==> config.mk <==
export PLATFORM = sky130hd
export DESIGN_NAME = alu_arbiter
export DESIGN_NICKNAME = d
export VERILOG_FILES = /design/src/rtl/alu_arbiter.sv
export SDC_FILE = /design/constraint.sdc
export NUM_CORES = 1
export LEC_CHECK = 0
export CELL_PAD_IN_SITES_DETAIL_PLACEMENT = 0
export CELL_PAD_IN_SITES_GLOBAL_PLACEMENT = 1
export CORE_ASPECT_RATIO = 2
export CORE_MARGIN = 1
export CORE_UTILIZATION = 26
export DETAILED_ROUTE_END_ITERATION = 10
export PLACE_DENSITY_LB_ADDON = 0.2
export SLEW_MARGIN = 15
export SYNTH_ARGS = -nofsm -noshare
export SYNTH_HDL_FRONTEND = slang
export SYNTH_SLANG_ARGS = --single-unit
==> constraint.sdc <==
create_clock -name clk -period 1.4 [get_ports clk]
set_input_delay 0.35 -clock clk [delete_from_list [all_inputs] [get_ports clk]]
set_output_delay 0.35 -clock clk [all_outputs]
set_load 0.005 [all_outputs]
==> src/rtl/alu_arbiter.sv <==
// Round-robin arbiter sharing one combinational ALU between two valid/ready requesters.
// Latency: accept -> response valid ALU_LATENCY+1 cycles later; one op in flight, response held until taken.
module alu_arbiter #(
    parameter int DATA_W      = 8,
    parameter int SEL_W       = 4,
    parameter int ALU_LATENCY = 1
) (
    input  logic              clk,
    input  logic              rst_n,
    input  logic              req0_valid,
    output logic              req0_ready,
    input  logic [SEL_W-1:0]  req0_op,
    input  logic [DATA_W-1:0] req0_a,
    input  logic [DATA_W-1:0] req0_b,
    output logic              rsp0_valid,
    input  logic              rsp0_ready,
    output logic [DATA_W-1:0] rsp0_data,
    input  logic              req1_valid,
    output logic              req1_ready,
    input  logic [SEL_W-1:0]  req1_op,
    input  logic [DATA_W-1:0] req1_a,
    input  logic [DATA_W-1:0] req1_b,
    output logic              rsp1_valid,
    input  logic              rsp1_ready,
    output logic [DATA_W-1:0] rsp1_data,
    output logic [SEL_W-1:0]  alu_component_select,
    output logic [DATA_W-1:0] alu_input_1,
    output logic [DATA_W-1:0] alu_input_2,
    input  logic [DATA_W-1:0] alu_output_1,
    output logic              busy
);

    localparam int CNT_W = (ALU_LATENCY > 1) ? $clog2(ALU_LATENCY) : 1;
    localparam logic [CNT_W-1:0] CNT_INIT = CNT_W'(ALU_LATENCY - 1);

    typedef enum logic [1:0] {
        IDLE = 2'd0,
        EXEC = 2'd1,
        RESP = 2'd2
    } state_e;

    state_e            state_q;
    logic [SEL_W-1:0]  op_q;
    logic [DATA_W-1:0] a_q;
    logic [DATA_W-1:0] b_q;
    logic [DATA_W-1:0] result_q;
    logic              owner_q;
    logic              last_grant_q;
    logic [CNT_W-1:0]  cnt_q;

    logic grant_vld;
    logic grant_port;
    logic is_idle;

    // On a tie the port that did not win last time is granted.
    always_comb begin
        grant_vld  = 1'b0;
        grant_port = 1'b0;
        if (req0_valid && req1_valid) begin
            grant_vld  = 1'b1;
            grant_port = ~last_grant_q;
        end else if (req0_valid) begin
            grant_vld  = 1'b1;
            grant_port = 1'b0;
        end else if (req1_valid) begin
            grant_vld  = 1'b1;
            grant_port = 1'b1;
        end
    end

    assign is_idle = (state_q == IDLE);

    // Ready is forced low while in reset even though requesters may already be valid.
    assign req0_ready = rst_n & is_idle & grant_vld & ~grant_port;
    assign req1_ready = rst_n & is_idle & grant_vld &  grant_port;

    assign rsp0_valid = (state_q == RESP) & ~owner_q;
    assign rsp1_valid = (state_q == RESP) &  owner_q;
    assign rsp0_data  = result_q;
    assign rsp1_data  = result_q;

    assign alu_component_select = op_q;
    assign alu_input_1          = a_q;
    assign alu_input_2          = b_q;
    assign busy                 = ~is_idle;

    always_ff @(posedge clk or negedge rst_n) begin
        if (!rst_n) begin
            state_q      <= IDLE;
            op_q         <= '0;
            a_q          <= '0;
            b_q          <= '0;
            result_q     <= '0;
            owner_q      <= 1'b0;
            last_grant_q <= 1'b1;
            cnt_q        <= '0;
        end else begin
            case (state_q)
                IDLE: begin
                    if (grant_vld) begin
                        op_q    <= grant_port ? req1_op : req0_op;
                        a_q     <= grant_port ? req1_a  : req0_a;
                        b_q     <= grant_port ? req1_b  : req0_b;
                        owner_q <= grant_port;
                        cnt_q   <= CNT_INIT;
                        state_q <= EXEC;
                    end
                end
                EXEC: begin
                    if (cnt_q != '0) begin
                        cnt_q <= cnt_q - CNT_W'(1);
                    end else begin
                        result_q     <= alu_output_1;
                        last_grant_q <= owner_q;
                        state_q      <= RESP;
                    end
                end
                RESP: begin
                    if (owner_q ? rsp1_ready : rsp0_ready) begin
                        state_q <= IDLE;
                    end
                end
                default: state_q <= IDLE;
            endcase
        end
    end

endmodule

# == Yosys cells after proc, flatten, opt, wreduce, memory -nomap -nowiden ==
# Index checks and enable logic that the tools add are counted.
# word_totals
output_inout_bits,41
word_cells,48
inputBits,54
register_bits,33
# classes
n_reduce_logical,7
bitwise,11
add_sub_neg,1
n_eq_ne,5
n_mux,16
# op_table
operator,count
$mux W8,2
$mux W1,8
$and A1 B1 Y1,6
$mux W2,3
$pmux W2 S3,1
$reduce_and A2 Y1,3
$not A1 Y1,5
$mux W4,1
$ne A2 B2 Y1 const B,2
$reduce_and A3 Y1,1
$eq A2 B1 Y1 const B,1
$eq A2 B2 Y1 const B,1
$logic_not A2 Y1,1
$ne A2 B1 Y1 const B,1
$pmux W1 S2,1
$reduce_bool A2 Y1,1
$logic_and A1 B1 Y1,1
$sub A1 B1 Y1 const B,1

# == Logic depth before layout (Yosys ltp) ==
# depth
depth_word,5
ltp_mapped,4

# == Least setup slack after synthesis ==
# No wires, ideal clock.
# synth_path
path_kind,reg2reg
from,register last_grant_q
to,register op_q[0] (netlist: alu_component_select[0])
slack_ns,-0.090
n_path_buf,1
stages_incl_launch_ff,5
arrival_ns,1.365
required_time_ns,1.275
setup_time_ns,0.125
period_less_slack_ns,1.490
path_cell_list,dfstp_2 a21bo_4 buf_6 mux2_4 mux2_4
# synth_via
elab_chain_cells,3
# synth_lines
item,line_no,text
from (decl),48,logic last_grant_q;
from (signal assigned),114,last_grant_q <= owner_q;
$not A1 Y1,61,grant_port = ~last_grant_q;
$mux W1,59,if (req0_valid && req1_valid) begin
$mux W4,101,op_q <= grant_port ? req1_op : req0_op;
to (signal assigned),101,
to (decl),43,logic [SEL_W-1:0] op_q;
# Every way passes these cells.
# A chain may end at the register's enable or synchronous reset.

# == Worst setup path after layout ==
# layout_path
from,register last_grant_q
to,output req0_ready
# layout_via
elab_chain_cells,4
# layout_lines
item,line_no,text
$not A1 Y1,61,
$mux W1,59,
$not A1 Y1,74,assign req0_ready = rst_n & is_idle & grant_vld & ~grant_port;
$and A1 B1 Y1,74,
to (decl),11,"output logic req0_ready,"
# Every way passes these cells.

==> run_results.csv <==
group,metric,value,unit
run_status,outcome,"finished, violations left",
run_status,violations,"setup timing",
yosys,ys_seq_area_share,47.62,%
timing,fin_crit,1586,ps
setup_path,rr_startpoint,"last_grant_q",
placed_design,numPortBuffers,94,
floorplan,chipHeight,115.8,µm
timing,worst_slack,-185.6,ps
floorplan,die_x,58.91,µm
timing,maxSlewViolCount,0,
global_routing,grt_max_degree,23,
floorplan,coreArea,6259,µm²
route,wl_per_cell,13.02,µm
yosys,syn_inst,110,
floorplan,fp.dieArea,6823,µm²
final_layout,drive_above_1_share,38.97,%
floorplan,rows,41,
cts,clock_path_buffers,2,
global_routing,grt_overflow_total,0,
placed_design,pre_cts_ws,-665.6,ps
power_and_ir_drop,p_sw,0.001521,W
setup_path,cp-end-kind,"primary output",
route,wirelength,3892,µm
power_and_ir_drop,power_frac_comb,48.8,%
timing,fin_crit_sh,113.3,%
setup_path,worstPathArrival,1240,ps
placed_design,routabilityCongestion,0.6865,
floorplan,io_pins,95,
timing,fmaxAchievable,630.7,MHz
cts,cts_max_level,2,
cts,clock_latency,280,ps
yosys,synth_nets,164,
global_routing,grt_pass1_wl,6403,µm
placed_design,dp_hpwl,3020,µm
route,via_count,1253,
worst_hold_path,hold_class,"primary input to asynchronous set/reset pin",
global_routing,antenna_found_initial,0,
power_and_ir_drop,switching_share,28.06,%
cts,clkSinkCount,32,
route,firstDrtPassIters,4,
yosys,netlist_area,1684,µm²
final_layout,antenna_cells,0,
setup_path,crit_type,"register to primary output",
power_and_ir_drop,leakagePower,1.333,nW
timing,max_slew.worst_pin.slew,385.6,ps
timing,hold_viol_final,0,
yosys,ys_ff_latch,32,
power_and_ir_drop,clkPwrFrac,19.8,%
timing,holdWs,53.58,ps
route,vias_per_cell,4.191,
global_routing,grtUsageTotal,12.70,%
cts,root_buffer,"clkbuf_16",
final_layout,synthToLayoutAreaGrowth,69.09,%
yosys,synth_cell_types,18,
yosys,syn_area_per_cell,15.31,µm²
setup_path,cp-start-kind,"register",
cts,numCtsBuffers,5,
setup_path,cp-startpoint,"last_grant_q",
final_layout,mostFrequentLayoutCell,"clkdlybuf4s50_1",
yosys,yosys_warnings,0,
floorplan,floorplan.initialDensity,26.91,%
cts,clk_transition_reported_paths,50,ps
flow_run,cap_violations,0,
global_routing,grt_pass1_vias,1424,
setup_path,path_max_fanout,4,
cts,cts_tree,"built",
timing,rsz0062_at_grt,"yes",
route,drc,0,
timing,relSlewSlack,74.29,%
power_and_ir_drop,max-vdd-ir-drop,609.4,µV
final_layout,nets,266,
final_layout,stdcell_count,299,
placed_design,placedCellCount,288,
cts,cts_hold_buf,0,
timing,skew,4.705,ps
final_layout,layout_common_cells,"clkdlybuf4s50_1, dlygate4sd2_1, mux2_4",
route,antenna_left,0,
timing,setup_viol,25,
power_and_ir_drop,power.density,1903,nW/µm²
route,first_iter_violations,27,
setup_path,cp.required,1050,ps
power_and_ir_drop,p_int,0.003899,W
power_and_ir_drop,seqPwrFrac,31.4,%
synth_stat cells:
master / number / area, µm²
mux2_4: 34 / 510.5
a21bo_4: 1 / 16.27
buf_6: 1 / 11.26
o21a_1: 1 / 7.510
and3_2: 1 / 7.510
buf_2: 1 / 5.000
mux2_2: 15 / 168.9
nor3_1: 1 / 5.000
dfstp_2: 1 / 26.28
buf_12: 1 / 20.02
buf_4: 10 / 75.07
nor2_1: 3 / 11.26
inv_1: 3 / 11.26
nand2_1: 1 / 3.750
dfrtp_1: 31 / 775.7
o21ai_0: 2 / 10.01
nand2b_1: 2 / 12.51
o22ai_1: 1 / 6.260
final cells by class:
cell class	instances	area (µm²)
Clock buffer	8	146.4
Fill cell	640	3411
Inverter	3	11.26
Multi-Input combinational cell	62	783.3
Sequential cell	32	802.0
Tap cell	86	107.6
Timing Repair Buffer	108	997.2
cells by family after synthesis:
group           count (synthesis)  share of synthesized area [%]
compound gates                  5                          2.378
buf+inv                        16                          7.280
flops                          32                          47.62
mux                            49                          40.34
simple gates                    8                          2.377
critical path, stage by stage (launching register included):
cell,delay [ps]
dfstp_2,540
a21bo_4,160
and3_4,180
buf_6,80
per-layer routing:
layer	global-route usage (%)	vias up	part of all wire [%]	wire length, µm
li1	-	580	-	-
met1	12.93	592	36	1402
met5	0	-	0	0
met2	22.42	73	53	2081
met3	3.013	8	7.8	302
met4	8.095	0	2.7	106
flip-flops by register name (all words and copies together), names as in the netlist:
| register | flops |
|---|---|
| alu_input_1 | 8 |
| alu_input_2 | 8 |
| rsp0_data | 8 |
| alu_component_select | 4 |
| state_q | 2 |
| last_grant_q | 1 |
| owner_q | 1 |
power by group through the flow:
stage | combinational (W) | clock, W | sequential, W
floorplan | 0.00148 | 0 | 0.00172
global placement | 0.00292 | 0 | 0.00171
detailed placement | 0.00295 | 0 | 0.00172
CTS | 0.00269 | 0.00111 | 0.00172
global route | 0.00287 | 0.00115 | 0.00178
finish | 0.00264 | 0.00107 | 0.00170
stage by stage:
| stage | instance area [µm²] | util (%) | power (W) | setup TNS (ps) |
|---|---|---|---|---|
| finish | 2848 | 45.50 | 0.005420 | -3617 |
| global route | 2848 | 45.50 | 0.005795 | -4871 |
| CTS | 2843 | 45.42 | 0.005520 | -3798 |
| detailed placement | 2699 | 43.12 | 0.004669 | -13930 |
| global placement | 2699 | 43.12 | 0.004630 | -13380 |
| floorplan | 1688 | - | 0.003201 | -1402 |
worst paths after layout:
path,end,slack [ps],cells after the start
min in group clk,alu_component_select[2],500,1
setup reg to reg,alu_input_2[1],-190,4
setup / recovery,req0_ready,-190,3
max in group asynchronous,alu_input_2[0],1100,2
hold reg to reg,alu_component_select[2],500,1
hold / removal,state_q[0],50,2
timing repair:
item | 4_1_cts | 5_1_grt
setup endpoints to repair | 61 | 26
resized for setup | 69 | 1
setup buffers | 3 | 0
pin swaps | 4 | 1
(Power assumes the default switching activity.)
==> edit (config.mk and constraints unchanged) <==
Make the reset (`rst_n`) synchronous in one clocked block.
--- a/src/rtl/alu_arbiter.sv
+++ b/src/rtl/alu_arbiter.sv
@@ -84,7 +84,7 @@
     assign alu_input_2          = b_q;
     assign busy                 = ~is_idle;
 
-    always_ff @(posedge clk or negedge rst_n) begin
+    always_ff @(posedge clk) begin
         if (!rst_n) begin
             state_q      <= IDLE;
             op_q         <= '0;
Behaviour: differs if rst_n is asserted again (counterexample within 4 cycles, from zero or initial values and one cycle with rst_n low); with rst_n held inactive, the same outputs for 10 cycles.
==> edit against the original RTL <==
The run still ends with negative setup slack left; synthesized area down 16%; sequential cell count is the same; worst setup slack got worse by 0.14 ns; final cell count is 7.0% higher; non-clock buffer count increased by 11; wire length is 20% higher; design area fell by 4.7%; critical endpoint unchanged.
Power is not compared: it rests on default switching activity, and its combinational part moved more than twofold at a synthesized area within 25%.
==> edit: results (changes against the original RTL) <==
| Metric | Value |
|---|---|
| Run status | finished with violations (unchanged) |
| Failing checks | negative setup slack (unchanged) |
| Register area share after synthesis | 45.6% (was 47.6%) |
| Worst slew pin tran | 0.225 ns (was 0.386 ns) |
| Vias in the first global route | 1,497 (was 1,424) |
| Synth cell count leaders | 32 x dfxtp_1, 19 x inv_1, 18 x nand2_1, 18 x nor3_1, 10 x a221o_1 (was 34 x mux2_4, 31 x dfrtp_1, 15 x mux2_2, 10 x buf_4) |
| Crit path DAT | 1.38 ns (was 1.24 ns) |
| Ys flop type | dfxtp_1 (was dfrtp_1) |
| Sequential cell area | 656 um^2 (was 802 um^2) |
| GRT Resource Usage Total | 17.0% (was 12.7%) |
| GPL Wtd Cong | 0.700 (was 0.687) |
| Reg2Reg Capture Point | alu_input_1[7]$_SDFFE_PN0P_ (was alu_input_2[1]$_DFFE_PN0P_) |
| Syn_nets | 207 (was 164) |
| Worst Hold Class | reg -> reg (was in -> async) |
| Setup Buffers After CTS | 8 (was 3) |
| Hold slack | 0.467 ns (was 0.0536 ns) |
| Largest net degree at the start of global routing | 21 (was 23) |
| Non-clk buf share | 43.2% (was 35.0%) |
| Final setup violating endpoints | 27 (was 25) |
| Layout cells sized above 1 | 27.5% (was 39.0%) |
| CTS resizes | 87 (was 69) |
| Logic inverters | 19 (was 3) |
| Yosys cell types | 26 (was 18) |
| Layout net count | 315 (was 266) |
| Worst path max stage delay | 0.42 ns (was 0.54 ns) |
| Sum Neg Setup Slack | -3.86 ns (was -3.62 ns) |
| Multi-input combinational cell count | 84 (was 62) |
| Clock skew | 0.00459 ns (was 0.00470 ns) |
| Root Driver | clkbuf_8 (was clkbuf_16) |
| Worst setup margin | -0.326 ns (was -0.186 ns) |
| DP Wirelength | 3.14 mm (was 3.02 mm) |
| Reg clk slew, reported paths | 0.07 ns (was 0.05 ns) |
| Placed Cells | 300 (was 288) |
| Starting DRT DRC Count | 35 (was 27) |
| Mapped Cells | 153 (was 110) |
| First-pass GRT wire length | 7.02 mm (was 6.40 mm) |
| Clock buffer count | 6 (was 8) |
| Area post-placement | 2420 um^2 (was 2700 um^2) |
| Nonclk buf count | 119 (was 108) |
| Vias/cell | 4.53 (was 4.19) |
| Routed WL | 4.66 mm (was 3.89 mm) |
| Fraction of area in multi-input gates | 23.9% (was 27.5%) |
[edit: cell types whose count changed after synthesis, moves of 10 or more]
cell | before | now
a221o_1 | 0 | 10
dfrtp_1 | 31 | 0
dfxtp_1 | 0 | 32
inv_1 | 3 | 19
mux2_2 | 15 | 0
mux2_4 | 34 | 0
nand2_1 | 1 | 18
nor3_1 | 1 | 18
[edit: routing by layer]
| metal | vias to the layer above | GRT usage (%) | part of all wire [%] |
|---|---|---|---|
| met5 | - | 0 | 0 |
| met4 | 0 | 6.04 | 0.64 |
| met3 | 2 | 3.72 | 6.2 |
| met2 | 68 | 31.3 | 56 |
| met1 | 642 | 17.5 | 37 |
| li1 | 739 | - | - |
[edit: power by group]
part           internal [mW]  switching [mW]  leakage, nW
logic                  0.476           0.271        0.977
registers               1.01          0.0494        0.268
clock network          0.392           0.357       0.0510
total                   1.87           0.677         1.30
[edit: worst max path at each step]
stage                             to  depth (start not counted)               startpoint
after floorplan           req0_ready                          3                    rst_n
after global placement    req1_ready                          5                    rst_n
after detailed placement  req1_ready                          5                    rst_n
after CTS                 req0_ready                          3  state_q[1]$_SDFFE_PN0P_
after global routing      req0_ready                          3  state_q[1]$_SDFFE_PN0P_
final                     req0_ready                          3  state_q[1]$_SDFFE_PN0P_
[edit: kinds of logic (layout without fill, tap and decap cells)]
logic type      count (synthesis)  after routing  share of synthesized area, %
mux                             3              3                          2.14
simple gates                   49             49                          18.1
flops                          32             32                          45.6
compound gates                 32             32                          21.4
buf+inv                        37            146                          12.8
[edit: critical path: cells and delay by family, from the launching register on]
family / cells / cell delay (ns)
and+or+nand+nor: 2 / 0.61
DFF: 1 / 0.32
buffers and inverters: 1 / 0.16
